**src/rtl/regfile_pkg.sv**
```systemverilog
// Shared definitions for the register-file write path.
//   REG_ADDR_W / XLEN : register index and data widths
//   REG_ZERO          : architectural zero register (never written)
//   lu_entry_t        : one buffered long-latency result {rd, data}
//   wr_src_e          : which source owns the register-file write port this cycle
package regfile_pkg;

    localparam int unsigned REG_ADDR_W = 5;
    localparam int unsigned XLEN       = 32;
    localparam logic [REG_ADDR_W-1:0] REG_ZERO = 5'd0;

    typedef struct packed {
        logic [REG_ADDR_W-1:0] rd;
        logic [XLEN-1:0]       data;
    } lu_entry_t;

    typedef enum logic [1:0] {
        SRC_NONE,
        SRC_WB,
        SRC_LU
    } wr_src_e;

endpackage

```
**src/rtl/lu_result_fifo.sv**
```systemverilog
// Synchronous FIFO holding long-latency results until a write slot is free.
//   clk, rst_n  : clock, synchronous active-low reset (empties the FIFO)
//   push        : store push_entry (ignored when full)
//   push_entry  : {rd, data} to store
//   pop         : discard the head entry (ignored when empty)
//   head        : oldest stored entry
//   full, empty : occupancy flags
//   count       : occupancy, 0..DEPTH
module lu_result_fifo
    import regfile_pkg::*;
#(
    parameter int unsigned DEPTH = 2
) (
    input  logic                     clk,
    input  logic                     rst_n,
    input  logic                     push,
    input  lu_entry_t                push_entry,
    input  logic                     pop,
    output lu_entry_t                head,
    output logic                     full,
    output logic                     empty,
    output logic [$clog2(DEPTH):0]   count
);

    localparam int unsigned PW = $clog2(DEPTH);
    localparam int unsigned CW = PW + 1;

    lu_entry_t       mem [DEPTH];
    logic [PW-1:0]   wr_ptr;
    logic [PW-1:0]   rd_ptr;
    logic            push_ok;
    logic            pop_ok;

    assign full    = (count == CW'(DEPTH));
    assign empty   = (count == '0);
    assign push_ok = push & ~full;
    assign pop_ok  = pop & ~empty;
    assign head    = mem[rd_ptr];

    // Storage is not reset; the pointers and count alone define validity.
    always_ff @(posedge clk) begin
        if (push_ok) begin
            mem[wr_ptr] <= push_entry;
        end
    end

    // DEPTH is a power of two, so the pointers wrap naturally.
    always_ff @(posedge clk) begin
        if (!rst_n) begin
            wr_ptr <= '0;
            rd_ptr <= '0;
            count  <= '0;
        end else begin
            if (push_ok) begin
                wr_ptr <= wr_ptr + PW'(1);
            end
            if (pop_ok) begin
                rd_ptr <= rd_ptr + PW'(1);
            end
            case ({push_ok, pop_ok})
                2'b10:   count <= count + CW'(1);
                2'b01:   count <= count - CW'(1);
                default: count <= count;
            endcase
        end
    end

endmodule

```
**src/rtl/regfile_write_arbiter.sv**
```systemverilog
// Arbitrates the single register-file write port between the in-order
// writeback path and out-of-band long-latency (mul/div) results.
//   clk, rst_n      : clock, synchronous active-low reset
//   wb_rd/wb_data/wb_reg_write : pipeline writeback request
//   wb_stall        : pipeline must hold wb_* this cycle (starvation relief)
//   lu_valid/lu_rd/lu_data     : long-latency result offer
//   lu_ready        : result accepted this cycle when lu_valid is high
//   rf_rd_addr/rf_rd_data/rf_rd_we : registered register-file write port
//   lu_pending      : number of buffered long-latency results
module regfile_write_arbiter
    import regfile_pkg::*;
#(
    parameter int unsigned DEPTH        = 2,
    parameter int unsigned STARVE_LIMIT = 4
) (
    input  logic                     clk,
    input  logic                     rst_n,
    input  logic [REG_ADDR_W-1:0]    wb_rd,
    input  logic [XLEN-1:0]          wb_data,
    input  logic                     wb_reg_write,
    output logic                     wb_stall,
    input  logic                     lu_valid,
    input  logic [REG_ADDR_W-1:0]    lu_rd,
    input  logic [XLEN-1:0]          lu_data,
    output logic                     lu_ready,
    output logic [REG_ADDR_W-1:0]    rf_rd_addr,
    output logic [XLEN-1:0]          rf_rd_data,
    output logic                     rf_rd_we,
    output logic [$clog2(DEPTH):0]   lu_pending
);

    localparam int unsigned SW = $clog2(STARVE_LIMIT + 1);
    localparam logic [SW-1:0] STARVE_MAX = SW'(STARVE_LIMIT);

    lu_entry_t      fifo_head;
    lu_entry_t      push_entry;
    logic           fifo_full;
    logic           fifo_empty;
    logic           fifo_push;
    logic           drain;
    logic           pv;
    wr_src_e        sel;
    logic [SW-1:0]  starve_cnt;

    assign pv       = wb_reg_write & (wb_rd != REG_ZERO);
    assign lu_ready = ~fifo_full;

    // Results to x0 complete the handshake but are dropped here.
    assign fifo_push  = lu_valid & lu_ready & (lu_rd != REG_ZERO);
    assign push_entry = '{rd: lu_rd, data: lu_data};

    assign wb_stall = (starve_cnt == STARVE_MAX) & ~fifo_empty;

    always_comb begin
        sel = SRC_NONE;
        if (wb_stall) begin
            sel = SRC_LU;
        end else if (pv) begin
            sel = SRC_WB;
        end else if (!fifo_empty) begin
            sel = SRC_LU;
        end
    end

    assign drain = (sel == SRC_LU);

    lu_result_fifo #(
        .DEPTH (DEPTH)
    ) u_fifo (
        .clk        (clk),
        .rst_n      (rst_n),
        .push       (fifo_push),
        .push_entry (push_entry),
        .pop        (drain),
        .head       (fifo_head),
        .full       (fifo_full),
        .empty      (fifo_empty),
        .count      (lu_pending)
    );

    // Idle slots hold the last address/data and only drop the enable.
    always_ff @(posedge clk) begin
        if (!rst_n) begin
            rf_rd_addr <= '0;
            rf_rd_data <= '0;
            rf_rd_we   <= 1'b0;
        end else begin
            case (sel)
                SRC_WB: begin
                    rf_rd_addr <= wb_rd;
                    rf_rd_data <= wb_data;
                    rf_rd_we   <= 1'b1;
                end
                SRC_LU: begin
                    rf_rd_addr <= fifo_head.rd;
                    rf_rd_data <= fifo_head.data;
                    rf_rd_we   <= (fifo_head.rd != REG_ZERO);
                end
                default: begin
                    rf_rd_we   <= 1'b0;
                end
            endcase
        end
    end

    // Counts cycles a buffered result waits behind pipeline writes; saturating.
    always_ff @(posedge clk) begin
        if (!rst_n) begin
            starve_cnt <= '0;
        end else if (fifo_empty || drain) begin
            starve_cnt <= '0;
        end else if (starve_cnt != STARVE_MAX) begin
            starve_cnt <= starve_cnt + SW'(1);
        end
    end

endmodule

```
**config.mk**
```make
export PLATFORM = sky130hd
export DESIGN_NAME = regfile_write_arbiter
export DESIGN_NICKNAME = d
export VERILOG_FILES = /design/src/rtl/regfile_pkg.sv /design/src/rtl/lu_result_fifo.sv /design/src/rtl/regfile_write_arbiter.sv
export SDC_FILE = /design/constraint.sdc
export NUM_CORES = 1
export LEC_CHECK = 0
export ABC_AREA = 1
export BUFFER_PORTS_ARGS = -buffer_cell sky130_fd_sc_hd__buf_2
export CORE_ASPECT_RATIO = 1.75
export CORE_UTILIZATION = 33
export CTS_CLUSTER_DIAMETER = 150
export DETAILED_ROUTE_END_ITERATION = 16
export GPL_TIMING_DRIVEN = 0
export PLACE_DENSITY = 0.62
export SETUP_SLACK_MARGIN = 0.1
export SKIP_CTS_REPAIR_TIMING = 1
export SLEW_MARGIN = 25
export SYNTH_ARGS = -nofsm -noshare
export SYNTH_HDL_FRONTEND = slang
export SYNTH_SLANG_ARGS = --single-unit
```
**constraint.sdc**
```tcl
create_clock -name clk -period 4 [get_ports clk]
set_clock_uncertainty 0.15 [all_clocks]
set_input_delay 0.6 -clock clk [delete_from_list [all_inputs] [get_ports clk]]
set_output_delay 0.6 -clock clk [all_outputs]
set_load 0.02 [all_outputs]
```
### Yosys cells after proc, flatten, opt, wreduce, memory -nomap -nowiden

Memories as Yosys holds them, arrays and structs flattened. A register that Yosys moved wholly into a read port is not among the register bits.
Index checks and enable logic that the tools add are counted.

| cells by class | value |
|---|---|
| bitwise logic cells | 9 |
| equal/unequal tests | 7 |
| reduce and logical (&&, ||, !) cells | 8 |
| $add $sub $neg | 5 |
| multiplexer cells | 11 |

Operators by type and width:

| operator | count |
|---|---|
| one-hot mux 32 bit (2 select lines) | 1 |
| nonzero test 5 bit | 3 |
| one-hot mux 5 bit (2 select lines) | 1 |
| AND 1 bit | 6 |
| equality test 2 bit (second input constant) | 3 |
| two-way mux 2 bit | 3 |
| equality test 2 x 1 -> 1 bit (second input constant) | 2 |
| two-way mux 1 bit | 4 |
| one-hot mux 2 bit (2 select lines) | 1 |
| nonzero test 2 bit | 2 |
| adder 3 x 1 -> 3 bit (second input constant) | 1 |
| equality test 3 bit (second input constant) | 1 |
| inequality test 3 bit (second input constant) | 1 |
| inverter 1 bit | 3 |
| adder 1 bit (second input constant) | 2 |
| adder 2 x 1 -> 2 bit (second input constant) | 1 |
| zero test 2 bit | 1 |
| one-hot mux 1 bit (2 select lines) | 1 |
| OR reduction 2 bit | 1 |
| subtractor 2 x 1 -> 2 bit (second input constant) | 1 |
| logical OR 1 bit | 1 |

| word-level totals | value |
|---|---|
| logic and storage cells | 48 |
| bits in registers | 45 |
| input bits | 78 |
| bits in writable memories | 74 |
| memories | 1 |

Memory list:

| memory | depth | bits a word | read ports | clocked after memory_dff | wr ports | RTL line | source |
|---|---|---|---|---|---|---|---|
| u_fifo.mem | 2 | 37 | 1 | 1 | 1 | lu_result_fifo.sv:28 | `lu_entry_t mem [DEPTH];` |

### Depth between registers and ports, before layout

| depth | value |
|---|---|
| word-level depth | 8 |
| depth in mapped cells | 16 |

### Modules after synthesis

Synthesis repeated with hierarchy kept, for this count alone.

| second synthesis, totals | value |
|---|---|
| cell total of the unflattened synthesis | 408 |
| area total of the unflattened synthesis | 5,008.6 um^2 |

By module, submodules not included:

| module | sequential area each (um^2) | instances | area an instance (um^2) | cells each |
|---|---|---|---|---|
| lu_result_fifo | 2,322.2 | 1 | 3,071.7 | 155 |
| regfile_write_arbiter | 820.8 | 1 | 1,936.9 | 253 |

### Worst setup path before layout

No wires, ideal clock.

| timing | value |
|---|---|
| path kind | input to register |
| start | in lu_valid |
| end | mem u_fifo.mem[0][0] (netlist name), enable pin |
| buffers on the path | 0 |
| data arrival time | 2.516 ns |
| data required time | 3.419 ns |
| setup slack | 0.903 ns |
| stages | 3 |
| cell sequence | a21boi_0 > nand2_1 > nor2_1 |

| between the ends | value |
|---|---|
| word-level cells in the longest chain between the ends | 5 |

RTL lines:

| item | RTL line | source |
|---|---|---|
| start, declared | regfile_write_arbiter.sv:22 | `input logic lu_valid,` |
| AND 1 bit (2 in series) | regfile_write_arbiter.sv:49 | `assign fifo_push = lu_valid & lu_ready & (lu_rd != REG_ZERO);` |
| AND 1 bit | lu_result_fifo.sv:36 | `assign push_ok = push & ~full;` |
| two-way mux 1 bit | lu_result_fifo.sv:42 | `if (push_ok) begin` |
| two-way mux 1 bit (not written as such) | lu_result_fifo.sv:43 | `mem[wr_ptr] <= push_entry;` |
| end, declared | lu_result_fifo.sv:28 |  |

Every way passes these cells.

### Worst setup path after layout

| timing | value |
|---|---|
| start | reg starve_cnt[0] |
| end | reg u_fifo.count[1] |

| between the ends | value |
|---|---|
| word-level cells in the longest chain between the ends | 7 |

RTL lines:

| item | RTL line | source |
|---|---|---|
| start, declared | regfile_write_arbiter.sv:43 | `logic [SW-1:0] starve_cnt;` |
| start signal, assigned | regfile_write_arbiter.sv:113 | `starve_cnt <= starve_cnt + SW'(1);` |
| equality test 3 bit * | regfile_write_arbiter.sv:52 | `assign wb_stall = (starve_cnt == STARVE_MAX) & ~fifo_empty;` |
| AND 1 bit * | regfile_write_arbiter.sv:52 |  |
| two-way mux 2 bit * | regfile_write_arbiter.sv:56 | `if (wb_stall) begin` |
| equality test 2 bit * | regfile_write_arbiter.sv:65 | `assign drain = (sel == SRC_LU);` |
| AND 1 bit * | lu_result_fifo.sv:37 | `assign pop_ok = pop & ~empty;` |
| via u_fifo.pop_ok | lu_result_fifo.sv:32 | `logic pop_ok;` |
| equality test 2 x 1 -> 1 bit or equality test 2 bit (tied branches) | lu_result_fifo.sv:60 | `case ({push_ok, pop_ok})` |
| one-hot mux 2 bit (2 select lines) or nonzero test 2 bit (tied branches) | n/a |  |
| end signal, assigned | lu_result_fifo.sv:61 | `2'b10: count <= count + CW'(1);` |
| end signal, assigned | lu_result_fifo.sv:62 | `2'b01: count <= count - CW'(1);` |
| end signal, assigned | lu_result_fifo.sv:63 | `default: count <= count;` |
| end, declared | lu_result_fifo.sv:22 | `output logic [$clog2(DEPTH):0] count` |

Mark *: on every way through the listed nets, which the timed path passes. The rest lies on a longest branch.
A chain may end at the register's enable or synchronous reset.

==> reports/qor.yml <==
cp_slowest_cell: "dfxtp_1"
path_max_fanout: 8
fin_ws_ns: 1.281
pwr-share-seq_pct: 42.9
cts.sinks: 120
p_int_mw: 2.534
synthesis.area_mm2: 0.004710
synth_flop_cell: "edfxtp_1"
fin_crit_sh_pct: 67.96
hold_start: "lu_data[9]"
die_w_um: 92.31
yosysUniqueCellTypes: 24
dpl-instance-area_mm2: 0.005597
antenna_found_initial: 3
coreArea_mm2: 0.01391
final_area_mm2: 0.006188
tns_ns: 0
worst_pin_slew_ns: 0.6629
outcome: "complete, no violations"
cts_buffer_depth: 2
leakage_nw: 2.529
vias: 3645
cts_root_buf: "clkbuf_16"
start_util_pct: 33.86
synth.most_common_cell: "nor2_1"
drv_cap: 0
multi_input_area_mm2: 0.001328
grt_pass1_vias: 3622
gp_congestion: 0.7614
powerDensity_mw_per_mm2: 557.8
rsz0062_at_grt: "no"
critPathLaunch: "starve_cnt[0]"
io_pins: 120
preCtsSetupSlack_ns: 1.269
ir_worst_vdd_mv: 0.3606
critPathCaptureType: "flop"
r2r_cells: 15
drtAntennaViolNets: 0
worstPathArrival_ns: 2.87
syn_area_per_cell_um2: 10.68
cts_tree: "done"
clk-insertion-delay-late_ns: 0.41
criticalPathCategory: "reg -> reg"
sw_frac_of_total_pct: 26.59
ys_ff_latch: 120
p_clk_share_pct: 43.4
maxSlewViolCount: 0
dp.final_hpwl_um: 8708
dieArea_mm2: 0.01477
synth_edf_count: 74
routed_via_density: 4.715
clk_pin_slew_ns: 0.06
drt_pass1_iterations: 4
fillers: 1341
maxSlewHeadroom_pct: 55.70
synth_nets: 524
crit_chain: "inv_1 > ha_1 > nand2_1 > inv_1 > o21ai_0 > inv_1 > ha_1 > buf_6 > inv_4 > nor2_2 > ha_1 > nor2_1 > nand2_1 > o21ai_0 > a21oi_1"
synth_area_leaders: "edfxtp_1 47%, dfxtp_1 20%, a21oi_1 8.0%"
slowest_delay_ns: 0.40
rows: 57
start_kind: "flop"
final_util_pct: 44.50
grt.overflow.total: 0
synthArstFlopShare_pct: 0
required_ns: 4.15
p_switching_mw: 0.9178
ff_latch_area_mm2: 0.003143
drc: 0
grt_pass1_wl_um: 18840
max_freq_mhz: 367.8
grt_max_degree: 20
final_layout_size_suffix_gt1_share_pct: 30.13
drtIter0Drc: 184
synth_cells: 441
rr_startpoint: "starve_cnt[0]"
worstHoldPathCells: 1
ys_top_cells_by_count: "80 x nor2_1, 75 x a21oi_1, 74 x edfxtp_1"
p_comb_share_pct: 13.7
cts_htree_levels: 4
ff2ff_setup_slack_ns: 1.28
hold_class: "in -> reg"
ys_seq_area_share_pct: 66.74
totalWireLength_um: 11940
post_drt_wl_per_cell_um: 15.44
finalNetCount: 664
hold_viol: 0
io_buffer_count: 119
die_h_um: 160.0
ys.warnings.count: 0
synth_top_area_share_pct: 47.18
grt_use_total_pct: 17.03
hold_end: "u_fifo.mem[1][9]"
r2r-end: "u_fifo.count[1]"
areaGrowthSynthToFinish_pct: 31.40
final-setup-viol-count: 0
numCtsBuffers: 17
post-synth-top-area-cell: "edfxtp_1"
period_minus_slack_ns: 2.719
## state kept, by name (all words and copies together) (netlist names), named ones only
| name | count |
|---|---|
| rf_rd_addr | 5 |
| rf_rd_data | 32 |
| rf_rd_we | 1 |
| starve_cnt | 3 |
| u_fifo.count | 2 |
| u_fifo.mem | 74 |
| u_fifo.rd_ptr | 1 |
| u_fifo.wr_ptr | 1 |
## routing by layer
| metal | track usage (%) | up-vias | part of all wire, % |
|---|---|---|---|
| met2 | 31.48 | 106 | 56 |
| met1 | 17.50 | 1691 | 36 |
| met5 | 0 | - | 0 |
| met3 | 3.667 | 18 | 4.9 |
| met4 | 8.878 | 0 | 2.8 |
| li1 | - | 1830 | - |
## area by class of cell
cell class,count,share of cell area [%]
Antenna cell,2,0.08087
Buffer,26,3.033
Clock buffer,18,7.097
Clock inverter,14,2.386
Inverter,17,1.072
Multi-Input combinational cell,278,21.45
Sequential cell,120,50.79
Tap cell,177,3.579
Timing Repair Buffer,121,10.51
## critical path, delay by kind of cell, from the launching register on
kind | cells | cell delay (ns)
fa+ha+maj | 3 | 0.72
compound gates | 3 | 0.48
buf+inv | 5 | 0.47
flops | 1 | 0.40
simple gates | 4 | 0.38
## metrics by stage
stage | hold slack (ns) | std cells | power (mW)
floorplan | 0.2818 | 441 | 1.781
global placement | 0.2942 | 737 | 1.957
detailed placement | 0.3001 | 739 | 1.982
CTS | 0.2069 | 771 | 3.483
global route | 0.2103 | 772 | 3.593
finish | 0.2220 | 773 | 3.452
## cells by family (layout without fill, tap and decap cells)
kind of cell,count (synthesis),count (layout),synth area share [%]
AO/OA/AOI/OAI,156,156,16.63
XOR/XNOR,1,1,0.1860
adder cells (fa/ha/maj),5,5,1.328
buffers and inverters,43,196,5.393
flip-flops,120,120,66.74
other,0,2,0
AND/OR/NAND/NOR,116,116,9.724
## how the worst max path moves through the flow
| stage | slack, ns | cells after the start | end |
|---|---|---|---|
| 2_1_floorplan | 0.90 | 3 | u_fifo.mem[0][0] |
| 3_3_place_gp | -0.25 | 4 | u_fifo.mem[1][0] |
| 3_5_place_dp | 1.27 | 15 | u_fifo.count[1] |
| 4_1_cts | 1.27 | 15 | u_fifo.count[1] |
| 5_1_grt | 1.05 | 15 | u_fifo.count[1] |
| 6_report | 1.28 | 15 | u_fifo.count[1] |
## power groups by stage
stage          combinational [mW]  sequential [mW]  clock [mW]
5_1_grt                     0.525             1.49        1.58
2_1_floorplan               0.209             1.57           0
3_3_place_gp                0.453             1.50           0
6_report                    0.473             1.48        1.50
3_5_place_dp                0.478             1.50           0
4_1_cts                     0.480             1.48        1.52
## placed cells by master, fill, tap and decap left out, drive strengths merged
cell,count
a21boi,1
a21oi,75
buf,137
bufinv,2
clkbuf,28
clkinv,5
clkinvlp,4
dfxtp,46
diode,2
edfxtp,74
ha,5
inv,20
nand2,26
nand3,6
nand3b,1
nor2,82
nor3,1
o21ai,80
xor2,1
No activity file was read; power rests on OpenSTA's default activity.
